`src/rtl/string_stream_pkg.sv`:
```
// Shared types and helpers for the byte-to-bipolar bit serializer.
package string_stream_pkg;

    localparam int unsigned BYTE_W = 8;
    localparam int unsigned FN_W   = 32;

    typedef enum logic [0:0] {
        SER_EMPTY,
        SER_SHIFT
    } ser_state_t;

    typedef struct packed {
        logic [BYTE_W-1:0] data;
        logic              last;
    } byte_beat_t;

    // +1.0 / -1.0 in fixed point with frac_bits fraction bits; caller narrows to its width.
    function automatic logic signed [FN_W-1:0] bipolar_value(input bit b, input int unsigned frac_bits);
        logic signed [FN_W-1:0] one;
        one = 32'sd1 <<< frac_bits;
        return b ? one : -one;
    endfunction

endpackage

```
`src/rtl/sync_fifo.sv`:
```
// Generic single-clock FIFO with pointer-derived flags and first-word-fall-through read data.
module sync_fifo #(
    parameter int unsigned WIDTH = 9,
    parameter int unsigned DEPTH = 2
) (
    input  logic                       clk,
    input  logic                       reset,
    input  logic                       wr_en_i,
    input  logic [WIDTH-1:0]           wr_data_i,
    input  logic                       rd_en_i,
    output logic [WIDTH-1:0]           rd_data_c,
    output logic                       full_c,
    output logic                       empty_c,
    output logic [$clog2(DEPTH):0]     count_c
);
    localparam int unsigned AW    = $clog2(DEPTH);
    localparam int unsigned PTR_W = AW + 1;

    logic [WIDTH-1:0] mem_q [DEPTH];
    logic [PTR_W-1:0] wptr_q, rptr_q;
    logic             do_wr, do_rd;

    assign do_wr     = wr_en_i && !full_c;
    assign do_rd     = rd_en_i && !empty_c;
    assign count_c   = wptr_q - rptr_q;
    assign full_c    = (count_c == PTR_W'(DEPTH));
    assign empty_c   = (wptr_q == rptr_q);
    assign rd_data_c = mem_q[rptr_q[AW-1:0]];

    always_ff @(posedge clk) begin
        if (reset) begin
            wptr_q <= '0;
            rptr_q <= '0;
        end else begin
            if (do_wr) wptr_q <= wptr_q + PTR_W'(1);
            if (do_rd) rptr_q <= rptr_q + PTR_W'(1);
        end
    end

    // Storage needs no reset; the pointers define what is valid.
    always_ff @(posedge clk) begin
        if (do_wr) mem_q[wptr_q[AW-1:0]] <= wr_data_i;
    end

endmodule

```
`src/rtl/byte_bipolar_serializer.sv`:
```
// Byte stream in, one MSB-first bit per cycle out, with bipolar fixed-point value, frame index and last flag.
module byte_bipolar_serializer
    import string_stream_pkg::*;
#(
    parameter int unsigned VAL_W      = 16,
    parameter int unsigned FRAC_BITS  = 8,
    parameter int unsigned FIFO_DEPTH = 2,
    parameter int unsigned IDX_W      = 16
) (
    input  logic                    clk,
    input  logic                    reset,
    input  logic                    in_valid,
    output logic                    in_ready,
    input  logic [BYTE_W-1:0]       in_byte,
    input  logic                    in_last,
    output logic                    out_valid,
    input  logic                    out_ready,
    output logic                    out_bit,
    output logic signed [VAL_W-1:0] out_value,
    output logic [IDX_W-1:0]        out_index,
    output logic                    out_last,
    output logic                    busy
);
    localparam int unsigned    CNT_W  = $clog2(FIFO_DEPTH) + 1;
    localparam int unsigned    J_W    = $clog2(BYTE_W);
    localparam logic [J_W-1:0] J_LAST = J_W'(BYTE_W - 1);

    byte_beat_t       wr_beat, rd_beat;
    logic             fifo_full, fifo_empty, fifo_empty_d;
    logic [CNT_W-1:0] fifo_count;
    logic             push, pop, xfer;

    ser_state_t          state_q, state_d;
    logic [J_W-1:0]      j_q, j_d;
    logic [BYTE_W-1:0]   shreg_q, shreg_d;
    logic                last_q, last_d;

    logic                    in_ready_q, in_ready_d;
    logic                    out_valid_q, out_valid_d;
    logic                    out_bit_q, out_bit_d;
    logic signed [VAL_W-1:0] out_value_q, out_value_d;
    logic [IDX_W-1:0]        out_index_q, out_index_d;
    logic                    out_last_q, out_last_d;
    logic                    busy_q, busy_d;

    assign wr_beat = '{data: in_byte, last: in_last};
    assign push    = in_valid && in_ready_q;
    assign xfer    = out_valid_q && out_ready;

    sync_fifo #(
        .WIDTH ($bits(byte_beat_t)),
        .DEPTH (FIFO_DEPTH)
    ) u_fifo (
        .clk       (clk),
        .reset     (reset),
        .wr_en_i   (push),
        .wr_data_i (wr_beat),
        .rd_en_i   (pop),
        .rd_data_c (rd_beat),
        .full_c    (fifo_full),
        .empty_c   (fifo_empty),
        .count_c   (fifo_count)
    );

    // Look-ahead FIFO occupancy so in_ready and busy can be registered.
    always_comb begin
        in_ready_d   = 1'b1;
        fifo_empty_d = fifo_empty;
        if (push && !pop) begin
            in_ready_d   = (fifo_count != CNT_W'(FIFO_DEPTH - 1));
            fifo_empty_d = 1'b0;
        end else if (pop && !push) begin
            fifo_empty_d = (fifo_count == CNT_W'(1));
        end else begin
            in_ready_d = !fifo_full;
        end
    end

    // Shifter FSM plus registered-output next values.
    always_comb begin
        state_d     = state_q;
        j_d         = j_q;
        shreg_d     = shreg_q;
        last_d      = last_q;
        pop         = 1'b0;
        out_valid_d = 1'b0;
        out_bit_d   = 1'b0;
        out_value_d = '0;
        out_last_d  = 1'b0;
        out_index_d = out_index_q;
        busy_d      = 1'b0;

        case (state_q)
            SER_EMPTY: begin
                if (!fifo_empty) begin
                    pop     = 1'b1;
                    shreg_d = rd_beat.data;
                    last_d  = rd_beat.last;
                    j_d     = '0;
                    state_d = SER_SHIFT;
                end
            end
            SER_SHIFT: begin
                if (xfer) begin
                    if (j_q != J_LAST) begin
                        j_d     = j_q + J_W'(1);
                        shreg_d = {shreg_q[BYTE_W-2:0], 1'b0};
                    end else if (!fifo_empty) begin
                        pop     = 1'b1;
                        shreg_d = rd_beat.data;
                        last_d  = rd_beat.last;
                        j_d     = '0;
                    end else begin
                        state_d = SER_EMPTY;
                    end
                end
            end
            default: state_d = SER_EMPTY;
        endcase

        out_valid_d = (state_d == SER_SHIFT);
        out_bit_d   = out_valid_d && shreg_d[BYTE_W-1];
        out_value_d = out_valid_d ? VAL_W'(bipolar_value(out_bit_d, FRAC_BITS)) : '0;
        out_last_d  = out_valid_d && last_d && (j_d == J_LAST);
        if (xfer) out_index_d = out_last_q ? '0 : out_index_q + IDX_W'(1);
        busy_d      = !fifo_empty_d || (state_d == SER_SHIFT);
    end

    always_ff @(posedge clk) begin
        if (reset) begin
            state_q     <= SER_EMPTY;
            j_q         <= '0;
            shreg_q     <= '0;
            last_q      <= 1'b0;
            in_ready_q  <= 1'b0;
            out_valid_q <= 1'b0;
            out_bit_q   <= 1'b0;
            out_value_q <= '0;
            out_index_q <= '0;
            out_last_q  <= 1'b0;
            busy_q      <= 1'b0;
        end else begin
            state_q     <= state_d;
            j_q         <= j_d;
            shreg_q     <= shreg_d;
            last_q      <= last_d;
            in_ready_q  <= in_ready_d;
            out_valid_q <= out_valid_d;
            out_bit_q   <= out_bit_d;
            out_value_q <= out_value_d;
            out_index_q <= out_index_d;
            out_last_q  <= out_last_d;
            busy_q      <= busy_d;
        end
    end

    assign in_ready  = in_ready_q;
    assign out_valid = out_valid_q;
    assign out_bit   = out_bit_q;
    assign out_value = out_value_q;
    assign out_index = out_index_q;
    assign out_last  = out_last_q;
    assign busy      = busy_q;

endmodule

```
`config.mk`:
```
export PLATFORM = sky130hd
export DESIGN_NAME = byte_bipolar_serializer
export DESIGN_NICKNAME = d
export VERILOG_FILES = /design/src/rtl/string_stream_pkg.sv /design/src/rtl/sync_fifo.sv /design/src/rtl/byte_bipolar_serializer.sv
export SDC_FILE = /design/constraint.sdc
export NUM_CORES = 1
export LEC_CHECK = 0
export ABC_AREA = 1
export CAP_MARGIN = 20
export CORE_MARGIN = 4
export CORE_UTILIZATION = 35
export CTS_CLUSTER_DIAMETER = 80
export DETAILED_ROUTE_END_ITERATION = 12
export PLACE_DENSITY_LB_ADDON = 0.12
export SETUP_SLACK_MARGIN = 0.1
export SLEW_MARGIN = 10
export SYNTH_ARGS = -nofsm -noshare
export SYNTH_HDL_FRONTEND = slang
export SYNTH_SLANG_ARGS = --single-unit
```
`constraint.sdc`:
```
create_clock -name clk -period 2.81 [get_ports clk]
set_clock_uncertainty 0.2 [all_clocks]
set_input_delay 0.7025 -clock clk [delete_from_list [all_inputs] [get_ports clk]]
set_output_delay 0.7025 -clock clk [all_outputs]
set_load 0.1 [all_outputs]
```
==> Word level (Yosys, flattened, before mapping) <==
Memory sizes are Yosys's and may differ from the RTL's. A register that Yosys moved wholly into a read port is not among the register bits.
Cells that the tools add are included.
{ "totals": {"mem_bits_rw": 18, "n_memories": 1, "input_bits": 13, "reg_bits": 53} }
{ "mem_list": {"columns": ["name", "words", "word_bits", "read_ports", "rd_clocked_by_memory_dff", "wr", "line", "rtl"], "rows": [
  ["u_fifo.mem_q", 2, 9, 1, 1, 1, "sync_fifo.sv:19", "logic [WIDTH-1:0] mem_q [DEPTH];"]
]} }
{ "classes": {"n_mux": 29, "bitwise_logic": 2, "addsub": 5, "n_eq_ne": 7, "reduce_logical": 16} }
{ "op_table": {"columns": ["cell", "count"], "rows": [
  ["$mux 16", 2],
  ["$mux 8", 3],
  ["$add 16x1->16 const B", 1],
  ["$mux 1", 16],
  ["$pmux 8 s2", 1],
  ["$logic_and 1x1->1", 9],
  ["$mux 3", 3],
  ["$pmux 1 s2", 3],
  ["$pmux 3 s2", 1],
  ["$logic_not 1->1", 5],
  ["$add 2x1->2 const B", 2],
  ["$add 3x1->3 const B", 1],
  ["$eq 3x3->1 const B", 1],
  ["$ne 3x3->1 const B", 1],
  ["$eq 2x1->1 const B", 1],
  ["$eq 2x2->1", 1],
  ["$eq 2x2->1 const B", 1],
  ["$ne 2x1->1 const B", 1],
  ["$ne 2x2->1 const B", 1],
  ["$not 1->1", 2],
  ["$reduce_or 2->1", 1],
  ["$sub 2x2->2", 1],
  ["$logic_or 1x1->1", 1]
]} }

==> Longest topological paths before layout <==
Gate-level depths: netlist of run 1.
{ "depth": {"word_depth": 10, "depth_mapped": 10, "mapped_depth_nobuf": 10} }

==> Cells and area by module <==
From an unflattened synthesis of run 1, not the netlist that was laid out.
{ "hier_totals": {"hier_cells": 325, "hier_area_um2": 2722.6} }
{ "modules_own_cells": {"columns": ["mod", "area_per_inst_um2", "instances", "cells_each", "seq_area_each_um2"], "rows": [
  ["byte_bipolar_serializer", 1779.2, 1, 251, 700.7],
  ["sync_fifo", 943.4, 1, 74, 640.6]
]} }

==> Least setup slack after synthesis of run 1 <==
OpenSTA, ideal clock, no wires.
{ "synth_timing": {"path_kind": "flip-flop to flip-flop", "startpoint": "reg in_ready_q (netlist: in_ready)", "endpoint": "mem u_fifo.mem_q[0][0], enable pin", "n_path_buf": 0, "arrival_ns": 1.785, "t_required_ns": 2.236, "slack_ns": 0.451, "path_stages_with_launch": 5, "path_cell_list": "dfxtp_1 -> nand2_1 -> inv_1 -> nand2_1 -> nor2_1"} }
{ "synth_between": {"elab_chain_cells": 4} }
{ "synth_lines": {"columns": ["element", "line", "rtl"], "rows": [
  ["from (decl)", "byte_bipolar_serializer.sv:38", "logic in_ready_q, in_ready_d;"],
  ["from (signal assigned)", "byte_bipolar_serializer.sv:147", "in_ready_q <= in_ready_d;"],
  ["$logic_and 1x1->1", "byte_bipolar_serializer.sv:47", "assign push = in_valid && in_ready_q;"],
  ["$logic_and 1x1->1", "sync_fifo.sv:23", "assign do_wr = wr_en_i && !full_c;"],
  ["$mux 1", "sync_fifo.sv:42", "if (do_wr) mem_q[wptr_q[AW-1:0]] <= wr_data_i;"],
  ["$mux 1 (not written as such)", "sync_fifo.sv:42", null],
  ["to (decl)", "sync_fifo.sv:19", null]
]} }
Every way passes these cells.

==> Worst setup path in the final report of run 1 <==
{ "layout_timing": {"startpoint": "in out_ready", "endpoint": "reg shreg_q[7]"} }
{ "layout_between": {"elab_chain_cells": 3} }
{ "layout_lines": {"columns": ["element", "line", "rtl"], "rows": [
  ["from (decl)", "byte_bipolar_serializer.sv:17", "input logic out_ready,"],
  ["$logic_and 1x1->1", "byte_bipolar_serializer.sv:48", "assign xfer = out_valid_q && out_ready;"],
  ["$mux 8", "byte_bipolar_serializer.sv:104", "if (xfer) begin"],
  ["$pmux 8 s2", "byte_bipolar_serializer.sv:93", "case (state_q)"],
  ["to (signal assigned)", "byte_bipolar_serializer.sv:145", "shreg_q <= shreg_d;"],
  ["to (decl)", "byte_bipolar_serializer.sv:35", "logic [BYTE_W-1:0] shreg_q, shreg_d;"]
]} }
Every way passes these cells. The select of a mux whose other input is x is not followed.
A chain may end at the register's enable or synchronous reset.

==> results.txt, run 1 <==
- The run finished with clean final reports.
* Fillcell total: around 750
- Starting Density: between 30% and 40%
- Final hold analysis gives a worst-case slack of 267 ps.
- Startpoint of the worst hold path: shreg_q[1]$_SDFFE_PP0P_
- Most frequent standard cell in the layout excluding fill and tap cells: nand2_1
- The synthesized netlist contains 32 unique library cells.
- Cell depth of the worst min-delay path: 2
* Combined global-route utilization of all metal layers: about 13%
* IO Pins: 50
* Arithmetic-cell share of the synthesized area counting full adders, half adders and majority gates: between 2 and 2.5%
- Worst path cell trace: clkdlybuf4s50_1 > inv_2 > o21ai_4 > nand2_2 > inv_2 > nand2_1 > nand3_1 > nor2_1
* Maximum vdd ir drop: 346 µV
* Critical path class: in2reg
- Number of clock sinks seen by CTS: 58
* Drt drc: 0
- Entering global routing, the biggest net connects 18 pins.
- For this design, the slowest cell found on the critical path is clkdlybuf4s50_1.
- Together, buffers and inverters on the worst path number 3.
- Number of flops mapped to enable cells by yosys: 18
- Dividing the detail-routed via count by the number of cells gives roughly 4.4.
- After detailed routing, the average wire length per cell comes to roughly 11 µm.
- The placed instances occupy a cell area of 0.00309 mm².
- The die is 95.8 µm wide.
- Number of buffers inserted by port buffering: 41
- Headroom to the max-slew limit: 65.8%
- CTS root buf: clkbuf_8
- Period minus WS final: 2120 ps
* Number of post-CTS setup repair buffers: 0
- DR pass1 iterations: 6
- Leaving out fill and tap cells, the most frequent cells in the layout are nand2_1 (81), inv_1 (48), dfxtp_1 (40).
* Flip-flop cell with the highest count after synthesis: dfxtp_1
* Detailed-route wire length: ~5400 µm
- First-iteration detailed-routing DRC count: between 100 and 150
- The floorplan has 31 rows.
* Antenna violations before repair: 0
- Total power per unit cell area: around 1000 mW/mm²
- The synthesized netlist devotes about 9.7% of its cell area to compound gates.
- The first global-routing pass estimated 9090 µm of wire.
* FF+latch count, synth: slightly below 60
- Element type at the critical path start: input pin
* Proportion of register bits with asynchronous set or reset after synthesis: 0%
- The clock passes through at most 2 buffers.
- After global routing the overflow that remains totals 0.
- Mux share of post-synthesis cell area: less than 1%
* CP endpoint kind: flip-flop
- Finished Cell Area: between 0.003 and 0.004 mm²
* Worst-case hold path end point: shreg_q[1]$_SDFFE_PP0P_
- Final TNS setup: 0 ps
- YS warnings: 0
- Cells fill about 44% of the core in the end.
- Hold Violations, Final: 0
- After Yosys synthesis, XOR and XNOR cells account for less than 1% of the synthesized area.
- The number of pins exceeding their max-slew limit in the final report was 0.
- Share of cells above drive strength 1: between 10% and 20%
* H-tree depth: 3
- Dominant combinational cell family by area after synthesis: simple AND/OR/NAND/NOR gates
- Clock tree from TritonCTS: built
* CP most frequent cell: inv_2
- Sequential cell area: 0.00134 mm²
* Cell area after synthesis: 0.00270 mm²
- # Max-Cap Violations: 0
- Static timing analysis puts the maximum clock frequency at roughly 470 MHz.
- At the end of routability-driven placement, the weighted congestion stood at approximately 0.75.
* Synthesized instance count: ~340
- Of all nets on the critical path, the largest fanout is 9.
- The endpoint identified for the worst register-to-register timing path is out_last$_SDFF_PP0_.
- Arrival time at the worst endpoint: ~2100 ps
* HP Class: reg2reg
* Count of final setup violators: 0
* Count of cells resized by post-cts repair: 0
* CP Data Required Time: 2830 ps
- Number of global-route vias before repair: ~2000
* Placeable core area: around 0.0074 mm²
- Of the available clock period, the critical path in the final layout requires 75.5%.
- Post-DRT Antenna Nets: 0
* Dominant delay contributor by cell family on the critical path: buffers and inverters
- RSZ-0062 raised after global routing: no
* Worst-case register-to-register setup slack: around 830 ps
- After detailed placement, the design holds a cell count of 470.
- Simple-Gate Fraction of Synth Area: between 20% and 30%
- The multi-input combinational cells in the finished layout cover a total of approximately 0.0011 mm².
- The routed layout has 2141 vias.
* Height of the die: approximately 96 µm
* Static power due to leakage: 0.00141 µW
* Transition time of the tightest slew-check pin: around 510 ps
- Number of nets in the finished design: 400
- Fraction of the yosys area taken by sequential cells: between 40% and 50%
- The clock reaches the later pin of the worst-skew pair after ~330 ps.
- Leaving out filler cells and counting taps, the final layout contains 486.
- Hold buffer count at cts: 0
- Die Area: approximately 0.0092 mm²
- TritonCTS Buffers: 9
- R2R cell count: 8
- Area growth from synthesis to final layout: 20.4%
- Average instance area after synthesis: between 8 and 9 µm²
- Critical path's largest stage delay: between 600 and 700 ps
- Once detailed placement completed, the half-perimeter wirelength came to ~3900 µm.
* Clk slew on worst S/H paths: 60 ps
- In this run the critical register-to-register path is launched from j_q[0]$_SDFF_PP0_.
- 0 antenna diodes ended up in the layout.
layout make-up:
type,count,share of cell area [%]
Clock buffer,10,3.93
Clock inverter,6,0.771
Inverter,52,6.09
Multi-Input combinational cell,216,32.7
Sequential cell,58,41.3
Tap cell,99,3.82
Timing Repair Buffer,45,11.3
kinds of logic (layout without fill, tap and decap cells):
logic type | Yosys count | after routing
AOI/OAI and AO/OA | 47 | 47
muxes | 2 | 2
adders and majority gates | 5 | 5
other | 1 | 8
and+or+nand+nor | 152 | 152
xor gates and xnor gates | 2 | 2
buffers and inverters | 70 | 113
DFF | 58 | 58
worst max-delay path by stage:
stage,startpoint,to,slack [ps],cells past startpoint
after floorplan,in_ready$_SDFF_PP0_,u_fifo.mem_q[0][0]$_DFFE_PP_,450,4
after global placement,out_ready,shreg_q[7]$_SDFF_PP0_,390,8
after detailed placement,out_ready,shreg_q[7]$_SDFF_PP0_,360,8
after CTS,out_valid$_SDFF_PP0_,out_valid,690,1
after global routing,out_ready,out_value[14]$_SDFF_PP0_,550,9
final,out_ready,shreg_q[7]$_SDFF_PP0_,690,8
per-stage QoR:
step                      total power [µW]  worst slack (ps)
after floorplan                       2440               451
after global placement                2690               387
after detailed placement              2700               355
after CTS                             3330               686
after global routing                  3530               546
final                                 3290               687
power by group:
group / internal [µW] / total (µW) / switching [µW]
Clock: 305 / 620 / 316
Sequential: 1030 / 1140 / 116
Combinational: 346 / 1530 / 1180
state kept, by name, summed over array words and instances (netlist names), named ones only:
register and cells:
busy 1, in_ready 1, j_q 3, last_q 1
out_bit 1, out_index 16, out_last 1, out_valid 1
out_value 2, shreg_q 8, u_fifo.mem_q 18, u_fifo.rptr_q 2
u_fifo.wptr_q 2
worst register-to-register path, stage by stage, from the launching register on:
cell	delay, ps
dfxtp_1	340
ha_1	220
ha_1	180
inv_1	120
nand2_1	110
nor2_2	260
o21ai_0	190
nand3b_1	200
nor2_1	90
synthesized netlist by cell type (all sizes together), types with 3 or more instances:
library cell   n  share of area, %
inv           52               7.3
nand3         16               3.2
o21ai         21               4.7
buf           15               4.1
nor3           6               1.3
nand4          3              0.70
a21oi         25               4.6
clkbuf         3              0.42
edfxtp        18                20
dfxtp         40                30
ha             5               2.3
nand2         84                12
nor2          39               6.4
layer usage:
metal	wire, µm	global-route usage, %
met5	0	0
met4	82	7.35
met3	291	2.81
met2	2280	18.6
met1	2730	17.9
(Power assumes the default switching activity.)
==> run 2, diff against run 1 <==
- clock period: 2.81 -> 2.15 ns (I/O delays scaled with it)
==> results.txt, run 2 (synthesized netlist as in run 1, its figures left out) <==
- Hold Violations, Final: 0 (unchanged)
- Among all stages on the critical path, the largest delay is contributed by dfxtp_1.
- Static power due to leakage: 0.00155 µW (+10%)
- The signal on the critical path passes through inv_1 > ha_1 > nand3_2 > nand2_2 > inv_2 > nand2_1 > nand3_1 > nand2_1 > inv_1.
- The met1 layer usage reported by global route is 13.3% (-4.6 points).
- The initial cell density of the core came to 36.6% (unchanged).
- Period minus WS final: around 1900 ps
- The internal portion of total power was 2680 µW (+59%).
- The cell count after placement came to 479 (+1.9%).
- The library cells used most frequently in the layout, excluding fill and tap cells, are nand2_1 (80), inv_1 (48), nor2_1 (33).
- The CTS buffer count is 9 (unchanged).
- The floorplan die width came to 95.8 µm (unchanged).
- The number of antenna violations at the first check in global routing was 0 (unchanged).
* Arrival time at the worst endpoint: 1910 ps (-230 ps)
* RSZ-0062 raised after global routing: yes
* Clk_lat worst skew: 330 ps (about the same)
* Number of clock sinks seen by CTS: 58 (unchanged)
- The count of H-tree levels built during CTS was 3 (unchanged).
* Final TNS setup: 0 ps (unchanged)
- The first-pass GRT wire length was 8690 µm (-4.5%).
- First-iteration detailed-routing DRC count: 81 (-43%)
- Flip-flop count of the largest register, all copies and words added: 18 (unchanged)
- Critical path class: reg2reg
- Final cell utilization of the core: 50.7% (+6.6 points)
* # Max-Cap Violations: 0 (unchanged)
- Count of final setup violators: 0 (unchanged)
* Buffer depth of the longest clock path: 2 (unchanged)
- Final Slew Violations: 0 (unchanged)
- The global router's overall resource usage was 12.2% (-0.74 points).
* CP Data Required Time: 2180 ps (-650 ps)
- Run status: finished, final reports clean
- Global route hottest layer: met2
* Placeable core area: 0.00737 mm² (unchanged)
- Worst-case register-to-register setup slack: 260 ps (-570 ps)
- Clk slew on worst S/H paths: 60 ps (about the same)
- Derived from the worst setup path, the maximum achievable clock frequency is ~530 MHz.
- The half-perimeter wire length of the detailed placement result came to 4010 µm (+2.0%).
- The library cell used most frequently in the layout, excluding fill and tap cells, is nand2_1.
- The routability congestion estimate was 0.790 (+4.6%).
- The share of power burned in registers came to 32.2% (-2.6 points).
* Crit path launch: u_fifo.wptr_q[0]$_SDFFE_PP0P_
- Worst reg2reg path startpoint: u_fifo.wptr_q[0]$_SDFFE_PP0P_
- The number of filler cells placed in the layout was 700 (-7.2%).
* Maximum vdd ir drop: 555 µV (+61%)
* Highest net fanout along the worst path: 9 (unchanged)
- Final clock period utilization by the worst path: about 90%
- Post-DRT Antenna Nets: 0 (unchanged)
* IO Pins: 50 (unchanged)
* Clock tree from TritonCTS: built
- The switching share of power came to 45.1% (-3.8 points).
- Height of the die: 95.8 µm (unchanged)
- The fraction of layout cells with a size suffix above 1 came to 22.2% (+5.9 points).
- The number of diodes was 0 (unchanged).
- HP Class: reg2reg
- The overall via count from detail_route was 2186 (+2.1%).
* Startpoint of the worst hold path: shreg_q[3]$_SDFFE_PP0P_
- Std-Cell Rows: 31 (unchanged)
* CTS root buf: clkbuf_8
- The average detailed-routed wire length per instance was 10.5 µm (-5.0%).
- The number of global-route vias before repair came to 2080 (+4.3%).
- The area of combinational cells with multiple inputs came to 0.00106 mm² (+0.24%).
* Die Area: 0.00917 mm² (unchanged)
* Total power per unit cell area: 1310 mW/mm² (+29%)
- CP endpoint kind: flip-flop
- The vias per cell is 4.42 (+0.25%).
- Area growth from synthesis to final layout: 38.5%
- Element type at the critical path start: flip-flop
- Pin count of the biggest net entering global routing: 18 (unchanged)
- The sequential cell area was 0.00136 mm² (+1.0%).
* Number of nets in the finished design: 409 (+2.3%)
- GR Util met3: 4.22% (+1.4 points)
* Detailed-route wire length: 5210 µm (-3.2%)
- The number of port buffers came to 41 (unchanged).
* Drt drc: 0 (unchanged)
* Clock share of power: 19.9% (+1.0 points)
- Switching Power: 2200 µW (+37%)
- The first-pass iteration count of the detailed router came to 5 (-1).
- Share of power burned in combinational logic: 47.9% (+1.5 points)
* Critical path's largest stage delay: 380 ps (-230 ps)
* Remaining global-route overflow: 0 (unchanged)
* Non-filler cells in the finished layout: 495 (+1.9%)
* Met2 Use GR: 21.4% (+2.8 points)
run 2: stage by stage:
step                power, µW  worst slack (ps)  hold slack (ps)  instance area, µm²
floorplan                3200               111              241                2740
global placement         3930             -27.2              254                3540
detailed placement       3950             -65.3              259                3540
CTS                      4950               232              269                3730
global route             5170              78.5              297                3730
finish                   4880               263              267                3730
run 2: final cells by class:
| type | count | share of cell area [%] |
|---|---|---|
| Sequential cell | 58 | 36.3 |
| Multi-Input combinational cell | 216 | 28.5 |
| Timing Repair Buffer | 54 | 21.4 |
| Inverter | 52 | 5.29 |
| Clock buffer | 9 | 3.32 |
| Tap cell | 99 | 3.32 |
| Clock inverter | 7 | 1.88 |
run 2: final timing paths:
| kind | to | cells past startpoint |
|---|---|---|
| max | out_value[14]$_SDFF_PP0_ | 9 |
| min | shreg_q[3]$_SDFFE_PP0P_ | 2 |
| max reg2reg | out_value[14]$_SDFF_PP0_ | 9 |
| min reg2reg | shreg_q[3]$_SDFFE_PP0P_ | 2 |
run 2: worst max-delay path: cells and delay by family, from the launching register on:
| family | cells | cell delay (ps) |
|---|---|---|
| flops | 1 | 380 |
| fa+ha+maj | 1 | 330 |
| buf+inv | 3 | 200 |
| simple gates | 5 | 660 |
run 2: power groups by stage:
| stage | Combinational [µW] | Sequential [µW] | Clock [µW] |
|---|---|---|---|
| finish | 2340 | 1570 | 970 |
| global route | 2520 | 1610 | 1040 |
| CTS | 2360 | 1580 | 1010 |
| detailed placement | 2350 | 1600 | 0 |
| global placement | 2340 | 1600 | 0 |
| floorplan | 1300 | 1900 | 0 |
run 2: repair_timing:
action,CTS,global route
buffers inserted,0,0
hold buffers,0,0
endpoints found under the setup margin,0,2
gates resized for setup,0,1
run 2: routing by layer:
layer / wire length, µm / part of all wire [%] / vias to the layer above
li1: - / - / 1152
met1: 2280 / 44 / 978
met2: 2560 / 49 / 47
met3: 285 / 5.5 / 9
met4: 78 / 1.5 / 0
met5: 0 / 0 / -
==> run 3, diff against run 2 <==
- CORE_UTILIZATION: 35 -> 52
==> results.txt, run 3 (synthesized netlist as in run 1, its figures left out) <==
- Area growth from synthesis to final layout: 39.5%
* Flip-flop count of the largest register, all copies and words added: 18 (unchanged)
* Worst slack at placement: -108 ps (-42.5 ps)
* Clk slew on worst S/H paths: 70 ps (about the same)
- Period minus WS final: 1880 ps (-4.55 ps)
- Remaining global-route overflow: 0 (unchanged)
* Number of post-CTS setup repair buffers: 0 (unchanged)
- Fillcell total: 339 (-52%)
- Die Area: 0.00640 mm² (-30%)
- The number of nets in the layout was 411 (+0.49%).
- The half-perimeter wire length of the detailed placement result was 4170 µm (+4.1%).
- Pin count of the biggest net entering global routing: 18 (unchanged)
* Peak Freq: 531 MHz (+0.24%)
* CP endpoint kind: flip-flop
- Final weighted congestion in routability-driven placement: 0.816 (+3.4%)
* Combined global-route utilization of all metal layers: 20.0% (+7.8 points)
- The number of diodes came to 0 (unchanged).
- Highest routing layer actually used: met4
- The deepest clock path buffer count was 2 (unchanged).
- Static power due to leakage: 0.00159 µW (+2.4%)
- Number of global-route vias before repair: 2181 (+4.9%)
* Post-DRT Antenna Nets: 0 (unchanged)
- The routed length on met3 came to 327 µm (+15%).
* Element type at the critical path start: input pin
- Met2 wirelength from detailed routing: 2830 µm (+10%)
- The critical path buffer and inverter count is 2 (-1).
* IO Pins: 50 (unchanged)
- Final TNS setup: 0 ps (unchanged)
- Run status: finished, final reports clean
- The worst hold slack was 266 ps (-1.29 ps).
* Clk_lat worst skew: 340 ps (about the same)
- HP Class: reg2reg
* First-iteration detailed-routing DRC count: 90 (+11%)
* Via total after detailed routing: 2250 (+2.9%)
* Die boundary width: 80.0 µm (-16%)
- The post-route total power came to 5150 µW (+5.7%).
- The worst setup path is of the in2reg kind.
- Starting Density: 55.3% (+19 points)
* Headroom to the max-slew limit: between 60% and 70%
- The fraction of layout cells with a size suffix above 1 is 23.6% (+1.4 points).
* Transition time of the tightest slew-check pin: 500 ps
- Number of buffers inserted by port buffering: 41 (unchanged)
* Mean routed wirelength per cell: 12.3 µm (+17%)
- The critical path goes through clkdlybuf4s50_1 > nand2_4 > nor3_2 > nand3_1 > nand2_1 > nand2_1 > nand2_1 > inv_1.
- CP Data Required Time: 2190 ps (about the same)
- Maximum vdd ir drop: 1050 µV (+89%)
* Antenna violations before repair: 0 (unchanged)
* Most frequent cells in the layout: nand2_1 (80), inv_1 (48), nor2_1 (32)
* # Max-Cap Violations: 0 (unchanged)
- Vias per cell: 4.84 (+9.6%)
- The first-pass GRT wire length is 9700 µm (+12%).
* Detailed-route wire length: 5730 µm (+10%)
- Drt drc: 0 (unchanged)
- Final clock period utilization by the worst path: 87.5% (-0.21 points)
* CTS root buf: clkbuf_8
- The final-report setup violation count came to 0 (unchanged).
* TritonCTS Buffers: 9 (unchanged)
* Highest net fanout along the worst path: 7 (-2)
* Most frequent standard cell in the layout excluding fill and tap cells: nand2_1
- The die height is 80.0 µm (-16%).
- Broken down by cell family, the worst path's largest delay share belongs to simple AND/OR/NAND/NOR gates.
- Detailed-route wire length on metal 1: 2450 µm (+7.5%)
- RSZ-0062 raised after global routing: no
- Hold Violations, Final: 0 (unchanged)
- The data arrival time at the worst-slack endpoint came to 1920 ps (about the same).
- CP most frequent cell: nand2_1
- The first-pass iteration count of the detailed router came to 4 (-1).
- The count of H-tree levels built during CTS is 3 (unchanged).
- The count of standard-cell rows came to 25 (-19%).
* Minimum setup slack in the final design: 268 ps (+4.55 ps)
- Clock tree from TritonCTS: built
- For this design, the slowest cell found on the critical path is clkdlybuf4s50_1.
- Placeable core area: 0.00488 mm² (-34%)
- Total power per unit cell area: 1370 mW/mm² (+4.9%)
- Final Slew Violations: 0 (unchanged)
- The longest individual stage delay on the worst path is 580 ps (+200 ps).
* Number of clock sinks seen by CTS: 58 (unchanged)
-- run 3: layout make-up --
class                           count  area, µm²  share of cell area [%]
Sequential cell                    58       1360                    36.0
Inverter                           52        198                    5.25
Multi-Input combinational cell    216       1080                    28.8
Tap cell                           67       83.8                    2.23
Timing Repair Buffer               56        813                    21.6
Clock inverter                      7        103                    2.73
Clock buffer                        9        124                    3.29
-- run 3: worst paths after layout --
check / startpoint / endpoint / slack (ps) / cells past startpoint
max: out_ready / out_index[14]$_SDFFE_PP0N_ / 270 / 8
min: shreg_q[2]$_SDFFE_PP0P_ / shreg_q[2]$_SDFFE_PP0P_ / 270 / 2
max reg2reg: u_fifo.wptr_q[0]$_SDFFE_PP0P_ / u_fifo.mem_q[1][1]$_DFFE_PP_ / 270 / 6
min reg2reg: shreg_q[2]$_SDFFE_PP0P_ / shreg_q[2]$_SDFFE_PP0P_ / 270 / 2
-- run 3: worst register-to-register path: cells and delay by family (launching register included) --
family | cells | cell delay, ps
fa+ha+maj | 1 | 350
flops | 1 | 360
buf+inv | 2 | 270
simple gates | 3 | 400
-- run 3: repair_timing --
item / in CTS / in global routing
endpoints found under the setup margin: 0 / 30
hold endpoints to repair: 0 / 0
hold buffers: 0 / 0
gates resized for setup: 0 / 6
-- run 3: report_power, final --
part / switching, µW / internal [µW]
logic: 1600 / 840
clock network: 473 / 661
registers: 223 / 1350
total: 2300 / 2860
-- run 3: through the flow --
| stage | instance area (µm²) | std cells | util, % |
|---|---|---|---|
| floorplan | 2740 | 344 | - |
| global placement | 3510 | 449 | 72.0 |
| detailed placement | 3510 | 449 | 72.0 |
| CTS | 3740 | 465 | 76.6 |
| global route | 3760 | 465 | 77.1 |
| finish | 3760 | 465 | 77.1 |
-- run 3: per-layer routing --
metal  GRT usage [%]  up-vias
met5               0        -
met4            11.1        0
met3            4.74       10
met2            33.8       59
met1            23.0     1017
li1                -     1164
==> RTL change: new RTL, config.mk and constraints of run 3 <==
The parameter `IDX_W` goes from 16 to 17.
--- a/src/rtl/byte_bipolar_serializer.sv
+++ b/src/rtl/byte_bipolar_serializer.sv
@@ -6,5 +6,5 @@
     parameter int unsigned FRAC_BITS  = 8,
     parameter int unsigned FIFO_DEPTH = 2,
-    parameter int unsigned IDX_W      = 16
+    parameter int unsigned IDX_W      = 17
 ) (
     input  logic                    clk,
Ports: changed (resized out_index); port bits go from 50 to 51. The function was not compared with the original's and may differ.
==> RTL change against run 3 <==
Total power down 3.5%. Design area is 1.4% higher. Synthesized area up 2.4%. Global-route usage shrank 0.76 points. Non-clock buffer count rose by 1. Sequential cell count rose by 1. Wire length down 4.2%. Synthesized cell count grew 1.8%. Core utilization is 2.9 points lower. Setup slack got worse by 17 ps. Largest cell class unchanged. Hold slack lost 3.4 ps. Sequential share of layout area up 0.14 points.
==> RTL change: results (changes against run 3) <==
The run finished with clean final reports. The first-pass detailed-route iteration total is 4 (unchanged). The number of global-route vias before repair came out at 2184 (+0.14%). The met1 layer usage reported by global route came to 23.0% (about the same). The mux share of post-synthesis cell area is 0.771% (-0.018 points).

The area after detailed placement came out at 3600 um2 (+2.5%). In the synthesized netlist the dominant register cell turns out to be sky130_fd_sc_hd__dfxtp_1. The first-pass GRT wire length was 9500 um (-2.1%). The adder-cell share of the synthesized area is 2.27% (-0.054 points). The count of buffers from port buffering is 42 (+2.4%). The routed length on met1 is 2480 um (+1.2%). The via-per-instance ratio was 4.78 (-1.2%). The complex-gate fraction of the synthesized area is 10.1% (+0.41 points). The maximum VDD drop is 1.07 mV (+2.5%). In this run the critical register-to-register path is captured at u_fifo.mem_q[1][8].

The share of power burned in combinational logic came out at 47.1% (-0.3 points). Yosys attributes the largest share of cell area to sky130_fd_sc_hd__dfxtp_1 (30%), sky130_fd_sc_hd__edfxtp_1 (20%), sky130_fd_sc_hd__nand2_1 (12%). The aggregate routed wire length came out at 5490 um (-4.2%). After clock tree synthesis, the clock-pin slew on the worst setup and hold paths is 60 ps. At the later pin of the worst-skew pair, clock insertion delay measures 330 ps. The logic depth of the worst register-to-register path came out at 8 (+2). The arrival time reported for the critical path endpoint is 1970 ps (+50 ps). The fraction of power spent switching nets is 43.4% (-1.2 points). The startpoint identified for the worst hold timing path is shreg_q[5]. The number of nets in the finished design came out at 417 (+1.5%). The minimum hold slack is 263 ps (-3.39 ps). The share of power burned in the clock network is 21.1% (-0.9 points). The global-route met2 utilization came out at 30.9% (-2.9 points). The filler cell count is 386 (+14%). The cell family contributing the most delay on the critical path is buffers and inverters. The final instance count without filler cells is 474 (+1.9%). The number of maximum-capacitance violations is 0 (unchanged). The total length of routed met3 wires came out at 282 um (-14%). The fraction of layout cells with a size suffix above 1 is 23.0% (-0.60 points).

The leakage power figure came to 1.63 nW (+2.3%). After synthesis, the most frequently instantiated cells are sky130_fd_sc_hd__nand2_1 (85), sky130_fd_sc_hd__inv_1 (49), sky130_fd_sc_hd__dfxtp_1 (41), sky130_fd_sc_hd__nor2_1 (33), sky130_fd_sc_hd__a21oi_1 (23). The register area share after synthesis came out at 49.3% (-0.42 points). The post-route total power is 4.98 mW (-3.5%). The number of distinct standard cells referenced by the synthesized netlist came out at 37 (+16%). The final estimated routing congestion in global placement is 0.844 (+3.4%). The half-perimeter wire length of the detailed placement result is 4050 um (-2.9%). The aggregate global-route resource usage came out at 19.2% (-0.76 points). The worst setup slack before clock tree synthesis is -91.2 ps (+16.6 ps).

The global routing met3 resource utilization came out at 5.54% (+0.80 points). The area share of xor/xnor cells in the synthesized design came out at 0.635% (-0.015 points). The count of inserted antenna diode cells is 0 (unchanged). The violation count after the first detailed-routing iteration came out at 120 (+33%). The number of instances in the synthesized netlist came out at 343 (+1.8%). The maximum fanout count along the critical path is 10 (+3). For hold timing, the worst endpoint is shreg_q[5]. The number of cells after detailed placement came out at 458 (+2.0%).
RTL change: cell types whose count changed after synthesis, moves of 2 or more:
cell	delta
sky130_fd_sc_hd__nor2_4	-2
sky130_fd_sc_hd__o21ai_1	+8
sky130_fd_sc_hd__nand2_1	+4
sky130_fd_sc_hd__a21oi_1	-2
sky130_fd_sc_hd__o21ai_0	-7
sky130_fd_sc_hd__nand3_1	-2
RTL change: cell type report:
type	count	area (um2)	share of cell area, %
sequential	59	1380	36.2
multi-input combinational	220	1100	28.9
timing repair buffer	57	837	21.9
inverter	52	200	5.25
clock buffer	10	128	3.35
tap	70	87.6	2.30
clock inverter	6	80.1	2.10
RTL change: how the worst max path moves through the flow:
stage	slack, ps	startpoint	endpoint
3_3_place_gp	-20	out_ready	out_value[14]
3_5_place_dp	-90	out_ready	u_fifo.rptr_q[1]
5_1_grt	110	out_ready	out_value[14]
4_1_cts	240	u_fifo.wptr_q[0]	u_fifo.mem_q[0][0]
6_report	250	out_ready	out_value[14]
2_1_floorplan	120	out_index[12]	out_index[15]
